File: src/rtl/tetris_pkg.sv
// Shared Tetris definitions.
// Contents:
//   game_state_e - game FSM state codes (PRE, DRO, DEL, END), also used by the game FSM
//   cmd_e        - board datapath command codes (NONE..GRAV)
//   arb_state_e  - move scheduler arbiter states
//   pend_t       - pending move request flags
//   pick_cmd     - fixed-priority selection GRAV > DOWN > ROT > LEFT > RIGHT
package tetris_pkg;

  typedef enum logic [1:0] {
    StPre = 2'd0,
    StDro = 2'd1,
    StDel = 2'd2,
    StEnd = 2'd3
  } game_state_e;

  typedef enum logic [2:0] {
    CmdNone  = 3'd0,
    CmdLeft  = 3'd1,
    CmdRight = 3'd2,
    CmdRot   = 3'd3,
    CmdDown  = 3'd4,
    CmdGrav  = 3'd5
  } cmd_e;

  typedef enum logic {
    ArbIdle = 1'b0,
    ArbBusy = 1'b1
  } arb_state_e;

  typedef struct packed {
    logic grav;
    logic down;
    logic rot;
    logic left;
    logic right;
  } pend_t;

  function automatic cmd_e pick_cmd(input pend_t p);
    cmd_e c;
    if (p.grav)       c = CmdGrav;
    else if (p.down)  c = CmdDown;
    else if (p.rot)   c = CmdRot;
    else if (p.left)  c = CmdLeft;
    else if (p.right) c = CmdRight;
    else              c = CmdNone;
    return c;
  endfunction

endpackage

File: src/rtl/move_sched_if.sv
// Command handshake between the move scheduler and the board datapath.
// Signals:
//   cmd_valid - command offered (driven by master)
//   cmd       - command code, stable while cmd_valid is high (driven by master)
//   cmd_ack   - datapath consumed the command (driven by slave)
interface move_sched_if;
  import tetris_pkg::*;

  logic cmd_valid;
  cmd_e cmd;
  logic cmd_ack;

  modport master (
    output cmd_valid,
    output cmd,
    input  cmd_ack
  );

  modport slave (
    input  cmd_valid,
    input  cmd,
    output cmd_ack
  );

endinterface

File: src/rtl/grav_timer.sv
// Level-dependent gravity timer.
// Ports:
//   clk, rst - clock and synchronous active-high reset
//   en       - counting enable (game in DRO); counter held at 0 when low
//   clr      - soft drop issued: restart the period, suppressing any coincident wrap
//   level    - current level, period re-evaluated every cycle
//   tick     - wrap pulse, one cycle, combinational from the counter state
module grav_timer #(
  parameter int unsigned TICK_W      = 26,
  parameter int unsigned BASE_PERIOD = 25_000_000,
  parameter int unsigned STEP        = 2_000_000,
  parameter int unsigned MIN_PERIOD  = 2_500_000
) (
  input  logic       clk,
  input  logic       rst,
  input  logic       en,
  input  logic       clr,
  input  logic [3:0] level,
  output logic       tick
);

  localparam int unsigned PW = TICK_W + 4;
  localparam logic [PW-1:0] Span = PW'(BASE_PERIOD - MIN_PERIOD);

  logic [TICK_W-1:0] r_gcnt;
  logic [PW-1:0]     w_prod;
  logic [PW-1:0]     w_period;
  logic              w_wrap;

  always_comb begin
    w_prod = PW'(level) * PW'(STEP);
    // Clamp before subtracting so high levels never underflow.
    if (w_prod >= Span) w_period = PW'(MIN_PERIOD);
    else                w_period = PW'(BASE_PERIOD) - w_prod;
    // >= rather than == so a level jump past the current count wraps at once.
    w_wrap = PW'(r_gcnt) >= (w_period - PW'(1));
    tick   = en & ~clr & w_wrap;
  end

  always_ff @(posedge clk) begin
    if (rst || !en || clr) r_gcnt <= '0;
    else if (w_wrap)       r_gcnt <= '0;
    else                   r_gcnt <= r_gcnt + TICK_W'(1);
  end

endmodule

File: src/rtl/move_sched.sv
// Move scheduler: merges player move pulses and gravity ticks into one command
// stream towards the board datapath, one command in flight at a time.
// Ports:
//   clk, rst          - clock and synchronous active-high reset
//   state             - game FSM state; the scheduler only runs in DRO
//   level             - current level, sets the gravity period
//   btn_left/right/rot/down - single-cycle request pulses
//   bus               - command handshake (master side: cmd_valid, cmd out; cmd_ack in)
module move_sched
  import tetris_pkg::*;
#(
  parameter int unsigned TICK_W      = 26,
  parameter int unsigned BASE_PERIOD = 25_000_000,
  parameter int unsigned STEP        = 2_000_000,
  parameter int unsigned MIN_PERIOD  = 2_500_000
) (
  input  logic          clk,
  input  logic          rst,
  input  game_state_e   state,
  input  logic [3:0]    level,
  input  logic          btn_left,
  input  logic          btn_right,
  input  logic          btn_rot,
  input  logic          btn_down,
  move_sched_if.master  bus
);

  logic       w_dro;
  logic       w_tick;
  logic       w_down_issued;
  pend_t      r_pend, w_pend_nxt, w_set, w_clr;
  arb_state_e r_state, w_state_nxt;
  logic       r_cmd_valid, w_cmd_valid_nxt;
  cmd_e       r_cmd, w_cmd_nxt, w_issue;

  assign w_dro         = (state == StDro);
  assign w_down_issued = (w_issue == CmdDown);

  grav_timer #(
    .TICK_W      (TICK_W),
    .BASE_PERIOD (BASE_PERIOD),
    .STEP        (STEP),
    .MIN_PERIOD  (MIN_PERIOD)
  ) u_grav_timer (
    .clk   (clk),
    .rst   (rst),
    .en    (w_dro),
    .clr   (w_down_issued),
    .level (level),
    .tick  (w_tick)
  );

  // Arbiter / handshake FSM. Leaving DRO aborts unconditionally, ack included.
  always_comb begin
    w_state_nxt     = r_state;
    w_cmd_valid_nxt = r_cmd_valid;
    w_cmd_nxt       = r_cmd;
    w_issue         = CmdNone;
    if (!w_dro) begin
      w_state_nxt     = ArbIdle;
      w_cmd_valid_nxt = 1'b0;
      w_cmd_nxt       = CmdNone;
    end else begin
      unique case (r_state)
        ArbIdle: begin
          w_issue = pick_cmd(r_pend);
          if (w_issue != CmdNone) begin
            w_cmd_valid_nxt = 1'b1;
            w_cmd_nxt       = w_issue;
            w_state_nxt     = ArbBusy;
          end
        end
        ArbBusy: begin
          if (bus.cmd_ack) begin
            w_cmd_valid_nxt = 1'b0;
            w_cmd_nxt       = CmdNone;
            w_state_nxt     = ArbIdle;
          end
        end
        default: w_state_nxt = ArbIdle;
      endcase
    end
  end

  // Pending flags. Clearing on issue wins over a coincident pulse: that pulse
  // merges into the command being issued.
  always_comb begin
    w_set.grav  = w_tick;
    w_set.down  = btn_down;
    w_set.rot   = btn_rot;
    w_set.left  = btn_left;
    w_set.right = btn_right;
    w_clr.grav  = (w_issue == CmdGrav);
    w_clr.down  = (w_issue == CmdDown);
    w_clr.rot   = (w_issue == CmdRot);
    w_clr.left  = (w_issue == CmdLeft);
    w_clr.right = (w_issue == CmdRight);
    w_pend_nxt  = w_dro ? ((r_pend | w_set) & ~w_clr) : '0;
  end

  always_ff @(posedge clk) begin
    if (rst) begin
      r_state     <= ArbIdle;
      r_cmd_valid <= 1'b0;
      r_cmd       <= CmdNone;
      r_pend      <= '0;
    end else begin
      r_state     <= w_state_nxt;
      r_cmd_valid <= w_cmd_valid_nxt;
      r_cmd       <= w_cmd_nxt;
      r_pend      <= w_pend_nxt;
    end
  end

  assign bus.cmd_valid = r_cmd_valid;
  assign bus.cmd       = r_cmd;

endmodule
File: src/flat_wrapper.sv
// flat-port wrapper written by rule: the top's interface ports become plain ports
module move_sched_flat import tetris_pkg::*;
#(
  parameter int unsigned TICK_W      = 26,
  parameter int unsigned BASE_PERIOD = 25_000_000,
  parameter int unsigned STEP        = 2_000_000,
  parameter int unsigned MIN_PERIOD  = 2_500_000
)
  (clk, rst, state, level, btn_left, btn_right, btn_rot, btn_down, bus_cmd_valid, bus_cmd, bus_cmd_ack);
  move_sched_if bus_i ();
  input  logic clk;
  input  logic rst;
  input  game_state_e state;
  input  logic [3:0] level;
  input  logic btn_left;
  input  logic btn_right;
  input  logic btn_rot;
  input  logic btn_down;
  output wire logic [$bits(bus_i.cmd_valid)-1:0] bus_cmd_valid;
  output wire logic [$bits(bus_i.cmd)-1:0] bus_cmd;
  input wire logic [$bits(bus_i.cmd_ack)-1:0] bus_cmd_ack;
  assign bus_cmd_valid = bus_i.cmd_valid;
  assign bus_cmd = bus_i.cmd;
  assign bus_i.cmd_ack = bus_cmd_ack;
  move_sched #(.TICK_W(TICK_W), .BASE_PERIOD(BASE_PERIOD), .STEP(STEP), .MIN_PERIOD(MIN_PERIOD)) u_core (.clk(clk), .rst(rst), .state(state), .level(level), .btn_left(btn_left), .btn_right(btn_right), .btn_rot(btn_rot), .btn_down(btn_down), .bus(bus_i));
endmodule
File: config.mk
export PLATFORM = sky130hd
export DESIGN_NAME = move_sched_flat
export DESIGN_NICKNAME = d
export VERILOG_FILES = /design/src/rtl/tetris_pkg.sv /design/src/rtl/move_sched_if.sv /design/src/rtl/grav_timer.sv /design/src/rtl/move_sched.sv /design/src/flat_wrapper.sv
export SDC_FILE = /design/constraint.sdc
export NUM_CORES = 1
export LEC_CHECK = 0
export ABC_AREA = 1
export ABC_CLOCK_PERIOD_IN_PS = 4500
export CORE_MARGIN = 1
export CORE_UTILIZATION = 49
export DETAILED_ROUTE_END_ITERATION = 6
export GPL_TIMING_DRIVEN = 0
export HOLD_SLACK_MARGIN = 0.08
export PLACE_DENSITY = 0.67
export SLEW_MARGIN = 20
export SYNTH_ARGS = -nofsm -noshare
export SYNTH_HDL_FRONTEND = slang
export SYNTH_SLANG_ARGS = --single-unit
File: constraint.sdc
create_clock -name clk -period 4.5 [get_ports clk]
set_clock_uncertainty 0.05 [all_clocks]
set_input_delay 0.45 -clock clk [delete_from_list [all_inputs] [get_ports clk]]
set_output_delay 0.45 -clock clk [all_outputs]
set_load 0.01 [all_outputs]
==> results of run 1 <==
==> cell usage after synthesis <==
master    instances  share of area, %
xor2_1           23               5.8
a21o_1            2              0.43
a31oi_1           1              0.18
fa_1              5               2.9
o22ai_1           1              0.18
inv_1            91               9.9
nand4_1          13               2.3
inv_2             1              0.11
o21a_1            1              0.22
nor2_2            2              0.36
o21bai_1          1              0.22
buf_6             1              0.33
nand4_2           1              0.36
xnor2_1          11               2.8
buf_2             2              0.29
nand3_2           1              0.29
conb_1            1              0.11
nand2_2           4              0.72
nor3_1           12               1.7
nand2_1         140                15
o211ai_1          1              0.22
a21oi_1          21               3.0
nand3_1          32               4.6
o21ai_0          10               1.4
nand3_4           1              0.51
nor2_1           78               8.5
a21oi_4           1              0.47
nand2_4           1              0.33
nor2_4            1              0.33
ha_1             42                15
dfxtp_1          36                21
or2_2             1              0.18
==> metal layers <==
layer,up-vias,wire (µm),track usage [%]
met2,50,3850,39.54
li1,1741,-,-
met1,1495,3696,28.90
met4,0,124,6.515
met5,-,0,0
met3,12,234,4.042
==> state kept, by name, indices dropped and copies added, names as in the netlist <==
signal / flops
u_core.bus.cmd: 3
u_core.bus.cmd_valid: 1
u_core.r_pend: 5
u_core.r_state: 1
u_core.u_grav_timer.r_gcnt: 26
==> stage by stage <==
step | setup WS (ps) | std cells | hold WS (ps)
3_3_place_gp | -1062 | 651 | 400.8
2_1_floorplan | 350.1 | 539 | 401.6
3_5_place_dp | -1126 | 651 | 404.7
4_1_cts | -14.25 | 659 | 421.3
6_report | 295.5 | 665 | 414.1
5_1_grt | -5.256 | 665 | 434.7
==> cell usage in the layout, fill, tap and decap left out, types with 2 or more instances in the layout <==
cell type / count
a21o_1: 2
a21oi_1: 18
a21oi_2: 3
buf_4: 6
buf_6: 2
clkbuf_8: 6
clkdlybuf4s50_1: 12
dfxtp_1: 36
fa_1: 4
ha_1: 41
inv_1: 90
inv_2: 2
nand2_1: 136
nand2_2: 7
nand2_4: 2
nand3_1: 30
nand3_2: 3
nand4_1: 13
nor2_1: 77
nor2_2: 3
nor3_1: 12
o21ai_0: 10
xnor2_1: 11
xor2_1: 23
==> worst max-delay path: stages <==
cell and delay, ps:
buf_4 160, fa_1 560, inv_1 60, fa_1 510, inv_1 70, ha_4 310
nand2_1 60, inv_1 80, nand2_2 70, nand2_2 70, nand2_1 60, nand2_2 110
nor2_2 60, inv_2 60, nand3_4 100, buf_12 150, a21oi_1 190, ha_1 280
nand2_1 70, nand2_1 40, nand2_1 50, nand2_1 40, nand2_1 70, nand3_2 120
nand2_2 110, nand4_4 180, clkbuf_16 230, nor2_1 80
==> cell type report <==
class,count,area (µm²)
fill,661,2819
multi-input combinational,408,2437
sequential,36,720.7
inverter,92,345.3
timing repair buffer,23,231.5
tap,96,120.1
clock buffer,7,86.33
buffer,2,26.28
clock inverter,1,7.507
==> power by group through the flow <==
stage	sequential (µW)	clock, µW	combinational, µW
after detailed placement	330	0	422
after CTS	323	252	427
after global placement	330	0	407
after global routing	323	267	542
after floorplan	330	0	323
final	323	245	472
==> cells by family after synthesis <==
kind of cell               count (synthesis)  share of synthesized area (%)
xor gates and xnor gates                  34                          8.601
and+or+nand+nor                          287                          35.42
AOI/OAI and AO/OA                         39                          6.397
other                                      1                         0.1083
buffers and inverters                     95                          10.59
DFF                                       36                          20.82
adders and majority gates                 47                          18.07
==> worst paths after layout <==
path                                               startpoint                             end
worst max-delay path                                 level[2]  u_core.u_grav_timer.r_gcnt[12]
worst min register to register              u_core.bus.cmd[0]               u_core.bus.cmd[0]
worst min-delay path                        u_core.bus.cmd[0]               u_core.bus.cmd[0]
worst max register to register  u_core.u_grav_timer.r_gcnt[0]  u_core.u_grav_timer.r_gcnt[12]
==> repair_timing <==
action,CTS,global route
setup buffers,0,6
pin swaps,0,8
setup endpoints to repair,27,27
gates cloned,0,1
resized for setup,23,21
==> impl_metrics.py, run 1 <==
metrics = {
    "power_and_ir_drop": {
        "cellLeakagePower_uw": 0.001909,
        "swShare_pct": 38.88,
        "p_switching_uw": 404.2,
        "comb_power_share_pct": 45.4,
        "totalPowerFinal_uw": 1040,
        "seqPwrFrac_pct": 31.0,
        "irDropWorstVdd_uv": 215.6,
        "pwr-share-clk_pct": 23.5,
        "p_per_area_nw_per_um2": 261.5,
        "p_int_uw": 635.4,
    },
    "grt": {
        "grt_pass1_vias": 3077,
        "grt_overflow_total": 0,
        "grt_usage_pct": 22.82,
        "grt_pass1_wl_um": 13480,
        "grt_max_degree": 12,
        "grt_antenna_before_repair": 0,
    },
    "critical_path": {
        "startpoint_type": "input pin",
        "crit_type": "in2reg",
        "worstPathMaxFanout": 10,
        "critPathCaptureType": "flip-flop",
        "arrival_ps": 4390,
        "rrSetupSlack_ps": 2530,
        "crit_required_ps": 4690,
        "r2r_cells": 7,
    },
    "placed_design": {
        "place.gp.congestion": 0.8570,
        "placed_area_um2": 3742,
        "dp_hpwl_um": 6419,
        "io_buffers": 16,
    },
    "detailed_routing": {
        "wirelength_um": 7905,
        "vias": 3298,
        "drt_first_pass_iters": 6,
        "avgRoutedWirePerCell_um": 11.89,
        "drc": 0,
        "ant_nets": 0,
        "drt_iter0_markers": 94,
        "viasPerCell": 4.959,
    },
    "hold_path": {
        "hold_class": "reg2reg",
        "min_path_cells": 2,
    },
    "die": {
        "row_count": 30,
        "core-area_um2": 6794,
        "ios": 17,
        "die_w_um": 86.06,
        "initial_utilization_pct": 50.96,
        "dieHeight_um": 86.06,
        "die_area_um2": 7405,
    },
    "outcome": {
        "status": "finished clean",
    },
    "synth": {
        "ys.warnings.count": 0,
        "ys_seq_elements": 36,
        "syn_area_um2": 3462,
        "syn-num-nets": 599,
        "ys_types": 32,
        "synthCells": 539,
        "seq_area_frac_synth_pct": 20.82,
        "syn_area_per_cell_um2": 6.423,
    },
    "layout": {
        "drive_gt1_share_pct": 8.260,
        "antenna_cells": 0,
        "post-route-util_pct": 58.51,
        "final_area_um2": 3975,
        "nNetsFinal": 628,
        "area_growth_pct": 14.82,
    },
    "sta": {
        "min_period_ps": 4205,
        "fin_crit_sh_pct": 93.43,
        "fin_setup_tns_ps": 0,
        "max_freq_mhz": 237.8,
        "setup_violations": 0,
        "finalHoldViolations": 0,
        "max_slew_margin_pct": 58.87,
        "maxSlewViolCount": 0,
        "worst_pin_slew_ps": 612.3,
    },
    "cts": {
        "clock-root-buffer": "clkbuf_8",
        "cts_max_path_buffers": 2,
        "cts.sinks": 36,
        "cts_made_buffers": 5,
        "clkTransAtPathRegs_ps": 80,
        "ctsHoldBuffers": 0,
        "h-tree-depth": 2,
        "cts_tree": "yes",
        "clk_latency_ps": 290,
    },
    "job": {
        "timing.max_cap.violations": 0,
    },
}
Note: power is estimated with default switching activity, not from simulation.
==> run 2: changes to the inputs <==
--- a/config.mk
+++ b/config.mk
@@ -6,13 +6,12 @@
 export NUM_CORES = 1
 export LEC_CHECK = 0
 export ABC_AREA = 1
-export ABC_CLOCK_PERIOD_IN_PS = 4500
 export CORE_MARGIN = 1
-export CORE_UTILIZATION = 49
+export CORE_UTILIZATION = 62
 export DETAILED_ROUTE_END_ITERATION = 6
 export GPL_TIMING_DRIVEN = 0
 export HOLD_SLACK_MARGIN = 0.08
-export PLACE_DENSITY = 0.67
+export PLACE_DENSITY = 0.82
 export SLEW_MARGIN = 20
 export SYNTH_ARGS = -nofsm -noshare
 export SYNTH_HDL_FRONTEND = slang
==> run 2 against run 1 <==
Against the previous run: wire length is 2.0% higher; sequential cell count stayed put; fmax is 1.5% lower; power is 4.8% higher; die area is 21% lower; register-to-register slack worse by 40 ps; core utilization is 18 points higher; worst setup slack worse by 66 ps; non-clock buffer count is 7 higher; critical path depth is 6 lower; first-iteration DRC count is 94% higher.
==> impl_metrics.py, run 2 (synthesized netlist as in run 1, its figures left out) <==
metrics = {
    "outcome": {
        "status": "finished clean",
    },
    "layout": {
        "layout_commonest_cell": "nand2_1",
        "largest_reg_flops": 26,
        "regArea_um2": 720.7,
        "antenna_cells": 0,
        "fillers": 420,
        "multi_input_area_um2": 2432,
        "instances_no_fill": 646,
        "drive_gt1_share_pct": 9.028,
        "nNetsFinal": 635,
        "area_growth_pct": 15.65,
        "final_cell_mix": "nand2_1 (138), inv_1 (90), nor2_1 (77)",
        "largest-register": "u_core.u_grav_timer.r_gcnt",
        "final_area_um2": 4004,
    },
    "die": {
        "row_count": 26,
        "die_w_um": 76.73,
        "core-area_um2": 5238,
        "ios": 17,
        "die_area_um2": 5887,
        "dieHeight_um": 76.73,
        "initial_utilization_pct": 66.10,
    },
    "power_and_ir_drop": {
        "p_int_uw": 677.6,
        "p_per_area_nw_per_um2": 272.1,
        "seqPwrFrac_pct": 29.6,
        "comb_power_share_pct": 43.7,
        "cellLeakagePower_uw": 0.001953,
        "pwr-share-clk_pct": 26.7,
        "p_switching_uw": 411.7,
        "irDropWorstVdd_uv": 234.4,
        "swShare_pct": 37.79,
    },
    "detailed_routing": {
        "ant_nets": 0,
        "wirelength_um": 8065,
        "drt_iter0_markers": 182,
        "avgRoutedWirePerCell_um": 12.48,
        "drt_first_pass_iters": 6,
        "vias": 3423,
        "viasPerCell": 5.299,
        "drc": 0,
    },
    "sta": {
        "fin_setup_tns_ps": 0,
        "fin_ws_ps": 229.9,
        "min_period_ps": 4270,
        "max_slew_margin_pct": 60.46,
        "maxSlewViolCount": 0,
        "setup_violations": 0,
        "finalHoldViolations": 0,
        "fin_crit_sh_pct": 94.89,
        "max_freq_mhz": 234.2,
        "worst_pin_slew_ps": 588.6,
        "whs_ps": 416.6,
    },
    "critical_path": {
        "arrival_ps": 4450,
        "crit_type": "in2reg",
        "rrSetupSlack_ps": 2490,
        "worstPathMaxFanout": 10,
        "startpoint_type": "input pin",
        "crit_required_ps": 4680,
        "critPathCaptureType": "flip-flop",
    },
    "cts": {
        "clk_latency_ps": 290,
        "h-tree-depth": 2,
        "ctsHoldBuffers": 0,
        "cts_made_buffers": 5,
        "cts_max_path_buffers": 2,
        "clkTransAtPathRegs_ps": 80,
        "clock-root-buffer": "clkbuf_8",
        "cts.sinks": 36,
        "cts_tree": "yes",
    },
    "grt": {
        "grt_antenna_before_repair": 0,
        "grt_max_degree": 12,
        "grt_overflow_total": 0,
        "grt_pass1_wl_um": 13620,
        "grt_pass1_vias": 3188,
        "grt_usage_pct": 28.08,
    },
    "placed_design": {
        "placed_area_um2": 3710,
        "place_ws_ps": -1064,
        "dp.cells": 625,
        "io_buffers": 16,
        "dp_hpwl_um": 6139,
        "place.gp.congestion": 0.9095,
    },
    "hold_path": {
        "hold_class": "reg2reg",
    },
    "job": {
        "timing.max_cap.violations": 0,
    },
}
==> run 2: through the flow <==
step / total power [µW] / utilization, %
after floorplan: 652.7 / -
after global placement: 730.2 / 70.83
after detailed placement: 746.3 / 70.83
after CTS: 1035 / 73.17
after global routing: 1165 / 76.45
final: 1089 / 76.45
==> run 2: cell type report <==
type,instances,area share [%]
multi-input combinational,408,60.75
sequential,36,18.00
inverter,92,8.625
timing repair buffer,30,7.094
tap,70,2.188
clock buffer,6,1.812
clock inverter,2,0.8750
buffer,2,0.6563
==> run 2: final timing paths <==
path | startpoint | to | cells after the start
hold / removal | u_core.bus.cmd[0] | u_core.bus.cmd[0] | 2
setup / recovery | level[2] | u_core.u_grav_timer.r_gcnt[7] | 22
setup reg to reg | u_core.u_grav_timer.r_gcnt[0] | u_core.u_grav_timer.r_gcnt[12] | 7
hold reg to reg | u_core.bus.cmd[0] | u_core.bus.cmd[0] | 2
==> run 2: layer usage <==
metal | GRT usage [%] | wire length [µm] | up-vias
li1 | - | - | 1758
met1 | 33.11 | 3511 | 1559
met2 | 51.16 | 4004 | 90
met3 | 4.643 | 408 | 16
met4 | 9.038 | 141 | 0
met5 | 0 | 0 | -
==> run 2: power by group through the flow <==
stage,logic (µW),clock network [µW],registers [µW]
floorplan,323,0,330
global placement,400,0,330
detailed placement,416,0,330
CTS,421,292,322
global route,535,307,323
finish,476,291,323
==> run 2: what timing repair did <==
item                                    in CTS  in global routing
resized for setup                           22                 21
endpoints found under the setup margin      27                 27
cloned                                       0                  2
setup buffers                                0                 12
pin swaps                                    0                 12
==> run 2: worst max-delay path: stages <==
cell,delay [ps]
buf_4,160
fa_1,570
inv_1,60
fa_1,510
inv_1,70
ha_4,240
a21oi_4,180
nor2_1,70
nor2_2,160
nand3_1,110
nand2_2,120
nand3_4,120
buf_4,160
a21oi_1,140
ha_1,260
a21o_1,160
nor2_1,90
nand2_1,70
a21oi_2,200
nand4_4,220
clkbuf_16,230
nor2_1,80
==> run 3: changes to the inputs <==
--- a/config.mk
+++ b/config.mk
@@ -16,3 +16,4 @@
 export SYNTH_ARGS = -nofsm -noshare
 export SYNTH_HDL_FRONTEND = slang
 export SYNTH_SLANG_ARGS = --single-unit
+export TNS_END_PERCENT = 100
==> constraint.sdc (replaced) <==
create_clock -name clk -period 4.87 [get_ports clk]
set_clock_uncertainty 0.05 [all_clocks]
set_input_delay 0.974 -clock clk [delete_from_list [all_inputs] [get_ports clk]]
set_output_delay 0.974 -clock clk [all_outputs]
set_load 0.01 [all_outputs]
==> run 3 against run 2 <==
Against the previous run: count of clock-buffer cells in the layout is the same; die area is the same; sequential cell count is the same; worst hold slack lost 1.3 ps; critical path type unchanged; non-clock buffer count grew 4; power shrank 1.4%; global-route usage grew 0.20 points; final cell count grew 0.62%; register-to-register slack gained 350 ps.
==> impl_metrics.py, run 3 (synthesized netlist as in run 1, its figures left out) <==
metrics = {
    "grt": {
        "grt_pass1_wl_um": 13700,
        "top_usage_layer": "met2",
        "grt_antenna_before_repair": 0,
        "grt_usage_pct": 28.27,
        "met1_usage_pct": 33.09,
        "grt_max_degree": 12,
        "grtUsageMet2_pct": 52.05,
        "grt_overflow_total": 0,
        "grt_util_met3_pct": 4.643,
        "grt_pass1_vias": 3197,
    },
    "placed_design": {
        "dp.cells": 625,
        "io_buffers": 16,
        "place.gp.congestion": 0.9095,
        "dp_hpwl_um": 6139,
    },
    "layout": {
        "multi_input_area_um2": 2560,
        "antenna_cells": 0,
        "largest-register": "u_core.u_grav_timer.r_gcnt",
        "drive_gt1_share_pct": 14.14,
        "regArea_um2": 720.7,
        "instances_no_fill": 650,
        "area_growth_pct": 21.47,
        "final_cell_mix": "nand2_1 (134), inv_1 (89), nor2_1 (61)",
        "nNetsFinal": 639,
        "layout_commonest_cell": "nand2_1",
        "largest_reg_flops": 26,
        "fillers": 385,
    },
    "detailed_routing": {
        "drc": 0,
        "avgRoutedWirePerCell_um": 13.64,
        "wirelength_um": 8868,
        "drt_iter0_markers": 222,
        "viasPerCell": 5.491,
        "ant_nets": 0,
        "drt_first_pass_iters": 7,
        "vias": 3569,
    },
    "critical_path": {
        "slowest_stage": "fa_1",
        "crit_required_ps": 5060,
        "timing.rr.start": "u_core.u_grav_timer.r_gcnt[17]",
        "r2r-end": "u_core.u_grav_timer.r_gcnt[12]",
        "r2r_cells": 11,
        "startpoint": "level[2]",
        "worstPathMaxFanout": 10,
        "critPathCaptureType": "flip-flop",
        "cp_common_cell": "nand2_1",
        "arrival_ps": 5030,
        "cp_slowest_stage_delay_ps": 550,
        "crit_cells": 29,
        "crit_type": "in2reg",
        "rrSetupSlack_ps": 2840,
        "worst-path-buf-inv": 8,
        "critPathTopFamily": "adder cells",
        "startpoint_type": "input pin",
        "endpoint": "u_core.u_grav_timer.r_gcnt[12]",
    },
    "sta": {
        "max_freq_mhz": 206.5,
        "max_slew_margin_pct": 60.15,
        "worst_pin_slew_ps": 593.3,
        "maxSlewViolCount": 0,
        "min_period_ps": 4842,
        "finalHoldViolations": 0,
        "whs_ps": 415.3,
        "setup_violations": 0,
        "fin_crit_sh_pct": 99.43,
        "fin_setup_tns_ps": 0,
    },
    "job": {
        "timing.max_cap.violations": 0,
    },
    "cts": {
        "cts_max_path_buffers": 2,
        "ctsHoldBuffers": 0,
        "cts_made_buffers": 5,
        "cts.sinks": 36,
        "h-tree-depth": 2,
        "clkTransAtPathRegs_ps": 80,
        "clk_latency_ps": 300,
        "cts_tree": "yes",
        "clock-root-buffer": "clkbuf_8",
    },
    "die": {
        "row_count": 26,
        "dieHeight_um": 76.73,
        "initial_utilization_pct": 66.10,
        "die_area_um2": 5887,
        "ios": 17,
        "core-area_um2": 5238,
        "die_w_um": 76.73,
    },
    "hold_path": {
        "hold_class": "reg2reg",
    },
    "power_and_ir_drop": {
        "p_per_area_nw_per_um2": 255.3,
        "comb_power_share_pct": 47.2,
        "swShare_pct": 38.43,
        "irDropWorstVdd_uv": 244.9,
        "p_int_uw": 661.0,
        "pwr-share-clk_pct": 25.0,
        "cellLeakagePower_uw": 0.001990,
        "totalPowerFinal_uw": 1074,
        "seqPwrFrac_pct": 27.8,
        "p_switching_uw": 412.5,
    },
    "outcome": {
        "status": "finished clean",
    },
}
-- run 3: cell types whose count changed in the layout (fill, tap and decap cells not counted), moves of 2 or more --
cell	change
nor2_1	-16
nor2_2	+15
ha_1	-5
ha_4	+5
nand2_1	-4
nand2_2	+2
nand2_4	+2
-- run 3: final cells by class --
class | count | area share, %
Buffer | 3 | 0.9819
Clock buffer | 6 | 1.726
Clock inverter | 2 | 0.8331
Inverter | 92 | 8.212
Multi-Input combinational cell | 408 | 60.87
Sequential cell | 36 | 17.14
Tap cell | 70 | 2.083
Timing Repair Buffer | 33 | 8.152
-- run 3: how the worst min path moves through the flow --
stage          depth (start not counted)                             to                          start  slack, ps
6_report                               2              u_core.bus.cmd[0]              u_core.bus.cmd[0]        420
5_1_grt                                2              u_core.bus.cmd[1]              u_core.bus.cmd[1]        450
4_1_cts                                2              u_core.bus.cmd[0]              u_core.bus.cmd[0]        420
3_3_place_gp                           2              u_core.bus.cmd[0]              u_core.bus.cmd[0]        400
2_1_floorplan                          1  u_core.u_grav_timer.r_gcnt[0]  u_core.u_grav_timer.r_gcnt[0]        400
3_5_place_dp                           2              u_core.bus.cmd[0]              u_core.bus.cmd[0]        400
-- run 3: metrics by stage --
stage          cell area [µm²]  utilization [%]  setup slack [ps]
2_1_floorplan             3462                -             196.1
3_3_place_gp              3710            70.83             -1087
3_5_place_dp              3710            70.83             -1218
4_1_cts                   3856            73.63             31.21
5_1_grt                   4205            80.29            -144.8
6_report                  4205            80.29             27.74
-- run 3: worst register-to-register path: cells and delay by family (launching register included) --
| kind | cells | cell delay (ps) |
|---|---|---|
| adders and majority gates | 1 | 300 |
| AOI/OAI and AO/OA | 1 | 220 |
| buffers and inverters | 2 | 300 |
| and+or+nand+nor | 7 | 690 |
| DFF | 1 | 420 |
-- run 3: power by group through the flow --
stage          Sequential (µW)  Combinational (µW)  Clock (µW)
2_1_floorplan              305                 298           0
3_3_place_gp               305                 370           0
3_5_place_dp               305                 385           0
4_1_cts                    298                 397         269
5_1_grt                    298                 558         282
6_report                   298                 507         269
-- run 3: timing repair --
item | in CTS | in global routing
gates resized for setup | 31 | 46
endpoints found under the hold margin | 0 | 0
pin swaps | 1 | 25
buffers inserted | 0 | 14
setup endpoints to repair | 27 | 27
cloned | 0 | 3
-- run 3: layer usage --
metal  vias to the layer above  wire length [µm]
li1                       1767                 -
met2                       121              4366
met1                      1640              3765
met5                         -                 0
met3                        41               414
met4                         0               321
